[config.mk]
export PLATFORM = sky130hd
export DESIGN_NAME = menu_ctrl
export DESIGN_NICKNAME = d
export VERILOG_FILES = /design/src/rtl/menu_pkg.sv /design/src/rtl/ascii_rom.sv /design/src/rtl/menu_nav.sv /design/src/rtl/menu_ctrl.sv
export SDC_FILE = /design/constraint.sdc
export NUM_CORES = 1
export LEC_CHECK = 0
export ABC_AREA = 1
export CORE_MARGIN = 2
export CORE_UTILIZATION = 55
export CTS_CLUSTER_SIZE = 28
export DETAILED_ROUTE_END_ITERATION = 12
export GPL_TIMING_DRIVEN = 1
export PLACE_DENSITY_LB_ADDON = 0.05
export SLEW_MARGIN = 20
export SYNTH_ARGS = -nofsm -noshare
export SYNTH_HDL_FRONTEND = slang
export SYNTH_HIERARCHICAL = 1
export SYNTH_SLANG_ARGS = --single-unit
export TNS_END_PERCENT = 5
[constraint.sdc]
create_clock -name clk_i -period 4.5 [get_ports clk_i]
set_clock_uncertainty 0.2 [all_clocks]
set_input_delay 0.45 -clock clk_i [delete_from_list [all_inputs] [get_ports clk_i]]
set_output_delay 0.45 -clock clk_i [all_outputs]
set_load 0.1 [all_outputs]
[src/rtl/menu_pkg.sv]
// Shared glyph codes, title string and FSM state type for the start-screen menu.
package menu_pkg;

  localparam int unsigned GLYPH_W   = 6;
  localparam int unsigned ROM_AW    = 9;
  localparam int unsigned TITLE_LEN = 11;
  localparam int unsigned NUM_BTN   = 4;

  // Button vector bit positions; up/down double as the auto-repeat direction index.
  localparam int unsigned BTN_UP      = 0;
  localparam int unsigned BTN_DOWN    = 1;
  localparam int unsigned BTN_CONFIRM = 2;
  localparam int unsigned BTN_BACK    = 3;

  typedef logic [GLYPH_W-1:0] glyph_t;

  localparam glyph_t GLYPH_ARROW  = 6'd0;
  localparam glyph_t GLYPH_DIGIT0 = 6'd1;
  localparam glyph_t GLYPH_A      = 6'd11;
  localparam glyph_t GLYPH_SPACE  = 6'd37;

  function automatic glyph_t letter(input logic [7:0] ch);
    return GLYPH_A + 6'(ch - 8'h41);
  endfunction

  localparam glyph_t TITLE [TITLE_LEN] = '{
    letter("B"), letter("A"), letter("T"), letter("T"), letter("L"), letter("E"),
    GLYPH_SPACE, letter("C"), letter("I"), letter("T"), letter("Y")
  };

  typedef enum logic {BROWSE, LOCKED} menu_state_t;

endpackage

[src/rtl/ascii_rom.sv]
// 8x8 glyph ROM, combinational read; address is {glyph code, row}, bit 7 is the leftmost pixel.
module ascii_rom
  import menu_pkg::*;
(
  input  logic [ROM_AW-1:0] addr_i,
  output logic [7:0]        data_o
);

  glyph_t      glyph;
  logic [2:0]  row;
  logic [63:0] bitmap;

  assign glyph = addr_i[ROM_AW-1:3];
  assign row   = addr_i[2:0];

  always_comb begin
    bitmap = '0;
    case (glyph)
      GLYPH_ARROW:         bitmap = 64'h10_18_FC_FE_FC_18_10_00;
      GLYPH_DIGIT0:        bitmap = 64'h7C_C6_CE_D6_E6_C6_7C_00;
      GLYPH_DIGIT0 + 6'd1: bitmap = 64'h18_38_18_18_18_18_7E_00;
      GLYPH_DIGIT0 + 6'd2: bitmap = 64'h7C_C6_06_1C_70_C6_FE_00;
      GLYPH_DIGIT0 + 6'd3: bitmap = 64'h7C_C6_06_3C_06_C6_7C_00;
      GLYPH_DIGIT0 + 6'd4: bitmap = 64'h1C_3C_6C_CC_FE_0C_1E_00;
      GLYPH_DIGIT0 + 6'd5: bitmap = 64'hFE_C0_FC_06_06_C6_7C_00;
      GLYPH_DIGIT0 + 6'd6: bitmap = 64'h38_60_C0_FC_C6_C6_7C_00;
      GLYPH_DIGIT0 + 6'd7: bitmap = 64'hFE_C6_0C_18_30_30_30_00;
      GLYPH_DIGIT0 + 6'd8: bitmap = 64'h7C_C6_C6_7C_C6_C6_7C_00;
      GLYPH_DIGIT0 + 6'd9: bitmap = 64'h7C_C6_C6_7E_06_0C_78_00;
      GLYPH_A:             bitmap = 64'h38_6C_C6_C6_FE_C6_C6_00;
      letter("B"):         bitmap = 64'hFC_66_66_7C_66_66_FC_00;
      letter("C"):         bitmap = 64'h3C_66_C0_C0_C0_66_3C_00;
      letter("E"):         bitmap = 64'hFE_62_68_78_68_62_FE_00;
      letter("I"):         bitmap = 64'h3C_18_18_18_18_18_3C_00;
      letter("L"):         bitmap = 64'hF0_60_60_60_62_66_FE_00;
      letter("M"):         bitmap = 64'hC6_EE_FE_FE_D6_C6_C6_00;
      letter("P"):         bitmap = 64'hFC_66_66_7C_60_60_F0_00;
      letter("T"):         bitmap = 64'h7E_5A_18_18_18_18_3C_00;
      letter("Y"):         bitmap = 64'h66_66_66_3C_18_18_3C_00;
      default:             bitmap = '0;
    endcase
  end

  assign data_o = bitmap[{~row, 3'b000} +: 8];

endmodule

[src/rtl/menu_nav.sv]
// Menu navigation: button edge detection, per-direction auto-repeat, BROWSE/LOCKED FSM and selection state.
module menu_nav
  import menu_pkg::*;
#(
  parameter int unsigned NUM_ITEMS     = 4,
  parameter int unsigned REPEAT_DELAY  = 12_500_000,
  parameter int unsigned REPEAT_PERIOD = 3_125_000
) (
  input  logic                         clk_i,
  input  logic                         reset_i,
  input  logic                         up_i,
  input  logic                         down_i,
  input  logic                         confirm_i,
  input  logic                         back_i,
  output logic [$clog2(NUM_ITEMS)-1:0] sel_o,
  output logic                         sel_valid_o,
  output logic                         locked_o
);

  localparam int unsigned SEL_W = $clog2(NUM_ITEMS);
  localparam int unsigned CNT_W = 24;
  localparam logic [CNT_W-1:0] DELAY_C  = CNT_W'(REPEAT_DELAY);
  localparam logic [CNT_W-1:0] PERIOD_C = CNT_W'(REPEAT_PERIOD);
  localparam logic [SEL_W-1:0] SEL_MAX  = SEL_W'(NUM_ITEMS - 1);

  logic [NUM_BTN-1:0] btn_cur_q, btn_prev_q, press;
  logic [1:0]         step;
  logic               both_held;
  menu_state_t        state_q, state_d;
  logic [SEL_W-1:0]   sel_q, sel_d;
  logic               valid_q, valid_d;

  assign press     = btn_cur_q & ~btn_prev_q;
  assign both_held = btn_cur_q[BTN_UP] & btn_cur_q[BTN_DOWN];

  // Held-through-reset buttons read as already pressed, so they need a fresh press.
  always_ff @(posedge clk_i) begin
    if (reset_i) begin
      btn_cur_q  <= '1;
      btn_prev_q <= '1;
    end else begin
      btn_cur_q  <= {back_i, confirm_i, down_i, up_i};
      btn_prev_q <= btn_cur_q;
    end
  end

  // cnt counts cycles since the last step; rep selects the initial delay or the repeat period.
  for (genvar d = 0; d < 2; d++) begin : g_rep
    logic [CNT_W-1:0] cnt_q, cnt_d;
    logic             rep_q, rep_d, step_c;

    always_comb begin
      cnt_d  = cnt_q;
      rep_d  = rep_q;
      step_c = 1'b0;
      if (state_q != BROWSE || !btn_cur_q[d] || both_held) begin
        cnt_d = '0;
        rep_d = 1'b0;
      end else if (press[d]) begin
        cnt_d  = CNT_W'(1);
        step_c = 1'b1;
      end else if (cnt_q != '0) begin
        if (cnt_q == (rep_q ? PERIOD_C : DELAY_C)) begin
          cnt_d  = CNT_W'(1);
          rep_d  = 1'b1;
          step_c = 1'b1;
        end else begin
          cnt_d = cnt_q + CNT_W'(1);
        end
      end
    end

    always_ff @(posedge clk_i) begin
      if (reset_i) begin
        cnt_q <= '0;
        rep_q <= 1'b0;
      end else begin
        cnt_q <= cnt_d;
        rep_q <= rep_d;
      end
    end

    assign step[d] = step_c;
  end

  always_ff @(posedge clk_i) begin
    if (reset_i) state_q <= BROWSE;
    else         state_q <= state_d;
  end

  always_comb begin
    state_d = state_q;
    case (state_q)
      BROWSE:  if (press[BTN_CONFIRM]) state_d = LOCKED;
      LOCKED:  if (press[BTN_BACK])    state_d = BROWSE;
      default: state_d = BROWSE;
    endcase
  end

  // Confirm wins over a same-cycle move; opposing steps cancel.
  always_comb begin
    sel_d   = sel_q;
    valid_d = 1'b0;
    if (state_q == BROWSE) begin
      if (press[BTN_CONFIRM]) begin
        valid_d = 1'b1;
      end else if (step[BTN_UP] && !step[BTN_DOWN]) begin
        sel_d = (sel_q == '0) ? SEL_MAX : sel_q - SEL_W'(1);
      end else if (step[BTN_DOWN] && !step[BTN_UP]) begin
        sel_d = (sel_q == SEL_MAX) ? '0 : sel_q + SEL_W'(1);
      end
    end
  end

  always_ff @(posedge clk_i) begin
    if (reset_i) begin
      sel_q   <= '0;
      valid_q <= 1'b0;
    end else begin
      sel_q   <= sel_d;
      valid_q <= valid_d;
    end
  end

  assign sel_o       = sel_q;
  assign sel_valid_o = valid_q;
  assign locked_o    = (state_q == LOCKED);

endmodule

[src/rtl/menu_ctrl.sv]
// Start-screen menu: title, NUM_ITEMS "MAP n" entries and a cursor, drawn through a 2-stage pixel pipeline.
module menu_ctrl
  import menu_pkg::*;
#(
  parameter int unsigned            COLOR_BITS    = 24,
  parameter int unsigned            NUM_ITEMS     = 4,
  parameter int unsigned            ROW0          = 9,
  parameter int unsigned            REPEAT_DELAY  = 12_500_000,
  parameter int unsigned            REPEAT_PERIOD = 3_125_000,
  parameter logic [COLOR_BITS-1:0]  FG_COLOR      = 24'h000000,
  parameter logic [COLOR_BITS-1:0]  BG_COLOR      = 24'hE0E0E0,
  parameter logic [COLOR_BITS-1:0]  HL_COLOR      = 24'hE00000
) (
  input  logic                         clk_i,
  input  logic                         reset_i,
  input  logic                         up_i,
  input  logic                         down_i,
  input  logic                         confirm_i,
  input  logic                         back_i,
  input  logic [9:0]                   hpos_i,
  input  logic [9:0]                   vpos_i,
  output logic [COLOR_BITS/3-1:0]      menu_red_o,
  output logic [COLOR_BITS/3-1:0]      menu_green_o,
  output logic [COLOR_BITS/3-1:0]      menu_blue_o,
  output logic [$clog2(NUM_ITEMS)-1:0] sel_o,
  output logic                         sel_valid_o,
  output logic                         locked_o
);

  localparam int unsigned CH_W = COLOR_BITS / 3;

  logic [4:0] row5, col5, k5;
  logic [5:0] col4;
  logic [2:0] k, sel3;
  logic       title_rows, entry_rows;
  glyph_t     glyph;
  logic [2:0] grow, xoff;
  logic       in_text, hl;
  logic       unused_pos;

  logic [ROM_AW-1:0]     rom_addr_q;
  logic [7:0]            rom_data;
  logic [2:0]            xoff_q;
  logic                  in_text_q, hl_q;
  logic [COLOR_BITS-1:0] color_q, color_d;

  menu_nav #(
    .NUM_ITEMS     (NUM_ITEMS),
    .REPEAT_DELAY  (REPEAT_DELAY),
    .REPEAT_PERIOD (REPEAT_PERIOD)
  ) u_nav (
    .clk_i       (clk_i),
    .reset_i     (reset_i),
    .up_i        (up_i),
    .down_i      (down_i),
    .confirm_i   (confirm_i),
    .back_i      (back_i),
    .sel_o       (sel_o),
    .sel_valid_o (sel_valid_o),
    .locked_o    (locked_o)
  );

  assign row5       = vpos_i[9:5];
  assign col5       = hpos_i[9:5];
  assign col4       = hpos_i[9:4];
  assign k5         = row5 - 5'(ROW0);
  assign k          = k5[2:0];
  assign sel3       = 3'(sel_o);
  assign title_rows = (vpos_i[9:7] == 3'd1) && (vpos_i[6:5] == 2'd0);
  assign entry_rows = (row5 >= 5'(ROW0)) && (row5 < 5'(ROW0 + NUM_ITEMS)) && !vpos_i[4];
  assign unused_pos = ^{hpos_i[0], vpos_i[0], k5[4:3]};

  // Stage 1 decode: 8x8 glyphs, title at 4x, entries and arrow at 2x in the top half of their row.
  always_comb begin
    glyph   = GLYPH_SPACE;
    grow    = 3'd0;
    xoff    = 3'd0;
    in_text = 1'b0;
    hl      = 1'b0;
    if (title_rows && col5 >= 5'd5 && col5 <= 5'd15) begin
      glyph   = TITLE[4'(col5 - 5'd5)];
      grow    = vpos_i[4:2];
      xoff    = hpos_i[4:2];
      in_text = 1'b1;
    end else if (entry_rows) begin
      grow = vpos_i[3:1];
      xoff = hpos_i[3:1];
      if (col4 == 6'd15 && k == sel3) begin
        glyph   = GLYPH_ARROW;
        in_text = 1'b1;
      end else if (col4 >= 6'd17 && col4 <= 6'd21) begin
        in_text = 1'b1;
        hl      = locked_o && (k == sel3);
        case (col4)
          6'd17:   glyph = letter("M");
          6'd18:   glyph = letter("A");
          6'd19:   glyph = letter("P");
          6'd20:   glyph = GLYPH_SPACE;
          default: glyph = GLYPH_DIGIT0 + 6'(k) + 6'd1;
        endcase
      end
    end
  end

  ascii_rom u_rom (
    .addr_i (rom_addr_q),
    .data_o (rom_data)
  );

  always_comb begin
    color_d = BG_COLOR;
    if (in_text_q && rom_data[~xoff_q]) color_d = hl_q ? HL_COLOR : FG_COLOR;
  end

  always_ff @(posedge clk_i) begin
    if (reset_i) begin
      rom_addr_q <= '0;
      xoff_q     <= '0;
      in_text_q  <= 1'b0;
      hl_q       <= 1'b0;
      color_q    <= '0;
    end else begin
      rom_addr_q <= {glyph, grow};
      xoff_q     <= xoff;
      in_text_q  <= in_text;
      hl_q       <= hl;
      color_q    <= color_d;
    end
  end

  assign menu_red_o   = color_q[COLOR_BITS-1 -: CH_W];
  assign menu_green_o = color_q[COLOR_BITS-CH_W-1 -: CH_W];
  assign menu_blue_o  = color_q[CH_W-1:0];

endmodule
======== Word-level counts from Yosys, hierarchy flattened ========
Memory sizes are Yosys's and may differ from the RTL's. A register that Yosys moved wholly into a read port is not among the register bits.
Index checks and enable logic that the tools add are counted.
W data, S select, Z words.
operators by class
  bitwise logic cells ..................... 13
  shifts and indexed selects .............. 1
  $lt $le $gt $ge ......................... 8
  muxes and demuxes ....................... 43
  add/sub/neg operators ................... 8
  equality and inequality tests ........... 10
  reduce and logical (&&, ||, !) cells .... 37
operators with widths
  kind                     count
  $mux W24                 6
  $shiftx A64 B7 Y8        1
  $add A24 B1 Y24 const B  2
  $eq A24 B24 Y1           2
  $reduce_bool A24 Y1      2
  $mux W6                  7
  $eq A6 B5 Y1 const B     4
  $pmux W6 S4              1
  $mux W1                  19
  $mux W3                  4
  $logic_and A1 B1 Y1      11
  $reduce_and A3 Y1        3
  $mux W2                  4
  $reduce_or A2 Y1         4
  $not A1 Y1               7
  $eq A6 B4 Y1 const B     1
  $ge A6 B5 Y1 const B     1
  $le A6 B5 Y1 const B     1
  $not A3 Y3               2
  $reduce_bool A2 Y1       3
  $reduce_or A3 Y1         2
  $add A4 B1 Y5 const B    1
  $ge A5 B3 Y1 const B     1
  $ge A5 B4 Y1 const B     1
  22 further kinds         30
word-level totals
  bits in read-only memories .............. 3,232
  memories ................................ 2
  bits in registers ....................... 100
  input bits .............................. 26
  logic and storage cells ................. 139
memory list
  memory            words  bits a word  read ports  clocked after Yosys merged registers in  write ports  RTL line         RTL
  (name not given)  64     49           1           1                                        0            ascii_rom.sv:18  case (glyph)
  (name not given)  16     6            1           0                                        0            menu_ctrl.sv:81  glyph = TITLE[4'(col5 - 5'd5)];

======== Longest topological paths before layout ========
  word-level depth ........................ 10
  mapped depth ............................ 19
  mapped depth without buffers ............ 19

======== Hierarchy ========
Netlist, hierarchy kept.
by module, submodules not included
  module     times used  cells an instance  area an instance (µm²)
  menu_nav   1           523                3,460.8
  ascii_rom  1           396                1,824.2
  menu_ctrl  1           231                1,463.9

======== Worst setup path before layout ========
Ideal clock, no wire load.
  kind .................................... flip-flop to flip-flop
  start point ............................. register rom_addr_q[3] (netlist name)
  end point ............................... register color_q[22]
  path buffers ............................ 0
  setup slack ............................. 2.109 ns
  setup time .............................. 0.058 ns
  period minus slack after synthesis ...... 2.391 ns
  stages on the path, launching flop included .. 18
  arrival ................................. 2.133 ns
  required time ........................... 4.242 ns
  cell sequence ........................... dfxtp_1 inv_1 ha_1 nand2_1 nand2_1 nand2_1 nand2_1 nand2_1 nand3_1 a21oi_1 nand2_1 nand2_1 inv_1 o21ai_0 o21ai_0 o211ai_1 nand2_1 nand2_1
RTL lines
  element                 RTL line          RTL
  end signal: assignment  menu_ctrl.sv:127  color_q <= color_d;
  end: declaration        menu_ctrl.sv:45   logic [COLOR_BITS-1:0] color_q, color_d;

==> qor.csv <==
stage,metric,value,unit
pwr,total_leakage_power,3.37,nW
placement,place_congestion,0.986,
logic_synthesis,synth-main-ff-cell,dfxtp_1,
sta,finalSetupTns,0,ns
logic_synthesis,synthesis.area,6750,sq um
pwr,comb_power_share,0.174,
grt,track_usage,0.288,
critical_path,path_common_cell,nand2_1,
clocking,clk_latency,0.34,ns
sta,fmaxAchievable,309,MHz
clocking,cts-root-buf,clkbuf_16,
floorplan,row_count,40,
placement,port_buffers,36,
pwr,p_switching,0.000531,W
logic_synthesis,syn_inst,1150,
grt,grt_pass1_wl,30400,microns
critical_path,worstPathCellList,inv_1 > ha_1 > nand2_1 > nand2_1 > nand3_1 > nand2_1 > nand2_1 > nand3_1 > nand2_1 > nand2_1 > nand2_1 > nand2_1 > nor2_1 > o21ai_0 > o211ai_1 > nand2_1 > nand2_1,
critical_path,path_max_fanout,11,
critical_path,cp.depth,17,
sta,period_minus_slack,3.24,ns
floorplan,ios,54,
pwr,p_int,0.00132,W
drt,initialDrtViolationCount,701,
grt,grt_pass1_vias,6400,
clocking,cts_resized,0,
clocking,cts_sinks,78,
sta,maxSlewViolCount,0,
final_layout,finalCoreUtilization,0.616,
critical_path,worstPathRequired,4.58,ns
sta,timing.final.crit_share,0.719,
critical_path,path_delay_family,simple AND/OR/NAND/NOR gates,
floorplan,design.core.area,12000,sq um
logic_synthesis,async_reset_ff_frac,0,
logic_synthesis,yosys_warnings,6,
logic_synthesis,synth_top_area_frac,0.231,
grt,grt-ovfl-total,0,
critical_path,r2r-end,color_q[22],
pwr,seqPwrFrac,0.385,
clocking,cts_buffers,9,
final_layout,antenna_cells,0,
sta,tightestPinTransition,0.975,ns
pwr,power.density,250,nW/um^2
critical_path,r2r-start,rom_addr_q[3],
critical_path,arrival,3.32,ns
logic_synthesis,seq_area_frac_synth,0.231,
critical_path,startpoint_type,flop,
sta,maxSlewHeadroom,0.348,
floorplan,initial_core_util,0.562,
critical_path,cp_slowest_stage_delay,0.63,ns
pwr,swShare,0.287,
critical_path,worstSetupPathType,flop to flop,
status,status,"complete, no violations",
critical_path,startpoint,rom_addr_q[3],
clocking,clk_path_buf_depth,2,
clocking,tritoncts,built,
critical_path,r2r_cells,17,
drt,drc,0,
logic_synthesis,synth.distinct_cells,42,
clocking,clk_pin_slew,0.06,ns
clocking,ctsHoldBuffers,0,
pwr,clock_power_share,0.442,
placement,placedCellCount,1305,
sta,rsz0062_at_grt,false,
placement,dp_hpwl,13900,microns
logic_synthesis,yosys-top-cells-area,"dfxtp_1, nand2_1, nand3_1",
worst_hold_path,hp-class,flop to flop,
final_layout,regArea,1560,sq um
floorplan,die_y,115,microns
logic_synthesis,synth_edf_count,0,
critical_path,r2r_slack,1.26,ns
final_layout,multiInputGateArea,4460,sq um
logic_synthesis,synth_common_cells,"nand2_1, nor2_1, nand3_1",
clocking,htreeDepth,3,
critical_path,cp-end-kind,flop,
drt,vias_per_cell,5.41,
critical_path,slowest_stage,dfxtp_1,
drt,routed_wirelength,18400,microns
logic_synthesis,yosysTopAreaCell,dfxtp_1,
grt,grt_max_degree,33,
final_layout,drive_gt1_frac,0.0698,
final_layout,area_growth,9.64,%
logic_synthesis,ys_ff_latch,78,
sta,final_hold_viol_count,0,
drt,antenna_left,0,
drt,drt-pass1-iter-count,6,
clocking,cts_setup_buffers,0,
floorplan,die_x,115,microns
final_layout,final_cells,1321,
critical_path,endpoint,color_q[22],
logic_synthesis,yosysMostFrequentCell,nand2_1,
pwr,peakVddDrop,0.000238,V
critical_path,path_buf_inv,1,
final_layout,nFillCells,1184,
grt,antenna_found_initial,0,
drt,drt-wirelength-per-cell,14.0,microns
job,drv_cap,0,
floorplan,dieArea,13200,sq um
drt,route.vias.total,7141,
final_layout,fin_nets,1226,
logic_synthesis,synth_area_per_cell,5.87,sq um
sta,final-setup-viol-count,0,
[per-stage QoR]
step / hold slack, ns / power [W] / instance area [sq um] / worst slack (ns)
4_1_cts: 0.239 / 0.00186 / 7400 / 1.32
2_1_floorplan: 0.191 / 0.000978 / 6800 / 2.11
6_report: 0.234 / 0.00185 / 7400 / 1.26
3_5_place_dp: 0.226 / 0.00104 / 7060 / 1.35
3_3_place_gp: 0.217 / 0.00104 / 7060 / 1.28
5_1_grt: 0.250 / 0.00192 / 7400 / 1.07
[state kept, by name, indices dropped and copies added, names as in the netlist]
register,count
u_nav/btn_prev_q,4
u_nav/g_rep.rep_q,2
xoff_q,3
hl_q,1
u_nav/sel_o,2
u_nav/sel_valid_o,1
u_nav/btn_cur_q,4
in_text_q,1
u_nav/g_rep.cnt_q,48
color_q,2
u_nav/locked_o,1
rom_addr_q,9
[kinds of logic (layout without fill, tap and decap cells)]
logic type	Yosys count	in the layout	share of synthesized area
fa+ha+maj	31	31	0.0575
compound gates	83	83	0.0679
flops	78	78	0.231
xor+xnor	24	24	0.0311
simple gates	764	764	0.495
other cells	2	16	0.00111
buf+inv	168	178	0.116
[cells in the final DEF, fill, tap and decap left out, drive strengths merged]
| cell type | Yosys | routed |
|---|---|---|
| a21boi | 1 | 1 |
| a21oi | 38 | 38 |
| a31oi | 3 | 3 |
| and3 | 2 | 2 |
| buf | 42 | 5 |
| bufinv | 0 | 2 |
| clkbuf | 5 | 12 |
| clkdlybuf4s50 | 0 | 36 |
| clkinv | 1 | 1 |
| clkinvlp | 0 | 1 |
| conb | 2 | 16 |
| dfxtp | 78 | 78 |
| ha | 31 | 31 |
| inv | 120 | 121 |
| nand2 | 376 | 376 |
| nand3 | 144 | 144 |
| nand3b | 4 | 4 |
| nand4 | 24 | 24 |
| nor2 | 190 | 190 |
| nor3 | 16 | 16 |
| nor3b | 2 | 2 |
| o211ai | 6 | 6 |
| o21a | 1 | 1 |
| o21ai | 32 | 32 |
| o221a | 1 | 1 |
| o22ai | 1 | 1 |
| or2 | 6 | 6 |
| xnor2 | 3 | 3 |
| xor2 | 21 | 21 |
[routing by layer]
metal,GRT usage,part of all wire
met3,0.0485,0.076
met5,0,0
met1,0.377,0.43
met2,0.480,0.46
met4,0.107,0.026
[layout make-up]
cell class / instances / share of cell area
Multi-Input combinational cell: 918 / 0.603
Timing Repair Buffer: 41 / 0.0538
Tap cell: 147 / 0.0249
Sequential cell: 78 / 0.211
Clock buffer: 12 / 0.0360
Inverter: 121 / 0.0614
Clock inverter: 4 / 0.0103
[how the worst min path moves through the flow]
stage,start,to,slack (ns),cells past startpoint
after floorplan,u_nav/btn_cur_q[2],u_nav/btn_prev_q[2],0.19,2
final,hl_q,color_q[22],0.23,2
after detailed placement,hl_q,color_q[22],0.23,2
after global placement,u_nav/btn_cur_q[2],u_nav/btn_prev_q[2],0.22,2
after global routing,hl_q,color_q[22],0.25,2
after CTS,hl_q,color_q[22],0.24,2
[worst register-to-register path: stages, from the launching register on]
cell and delay [ns]:
dfxtp_1 0.63, inv_1 0.30, ha_1 0.35, nand2_1 0.26, nand2_1 0.21, nand3_1 0.19
nand2_1 0.08, nand2_1 0.06, nand3_1 0.07, nand2_1 0.06, nand2_1 0.05, nand2_1 0.05
nand2_1 0.07, nor2_1 0.10, o21ai_0 0.09, o211ai_1 0.22, nand2_1 0.12, nand2_1 0.07
[power by group through the flow]
stage / registers (W) / logic (W) / clock network [W]
after global routing: 0.000712 / 0.000348 / 0.000855
after floorplan: 0.000736 / 0.000242 / 0
after global placement: 0.000726 / 0.000317 / 0
after CTS: 0.000711 / 0.000317 / 0.000833
after detailed placement: 0.000726 / 0.000316 / 0
final: 0.000711 / 0.000321 / 0.000817
No activity file was read; power rests on OpenSTA's default activity.
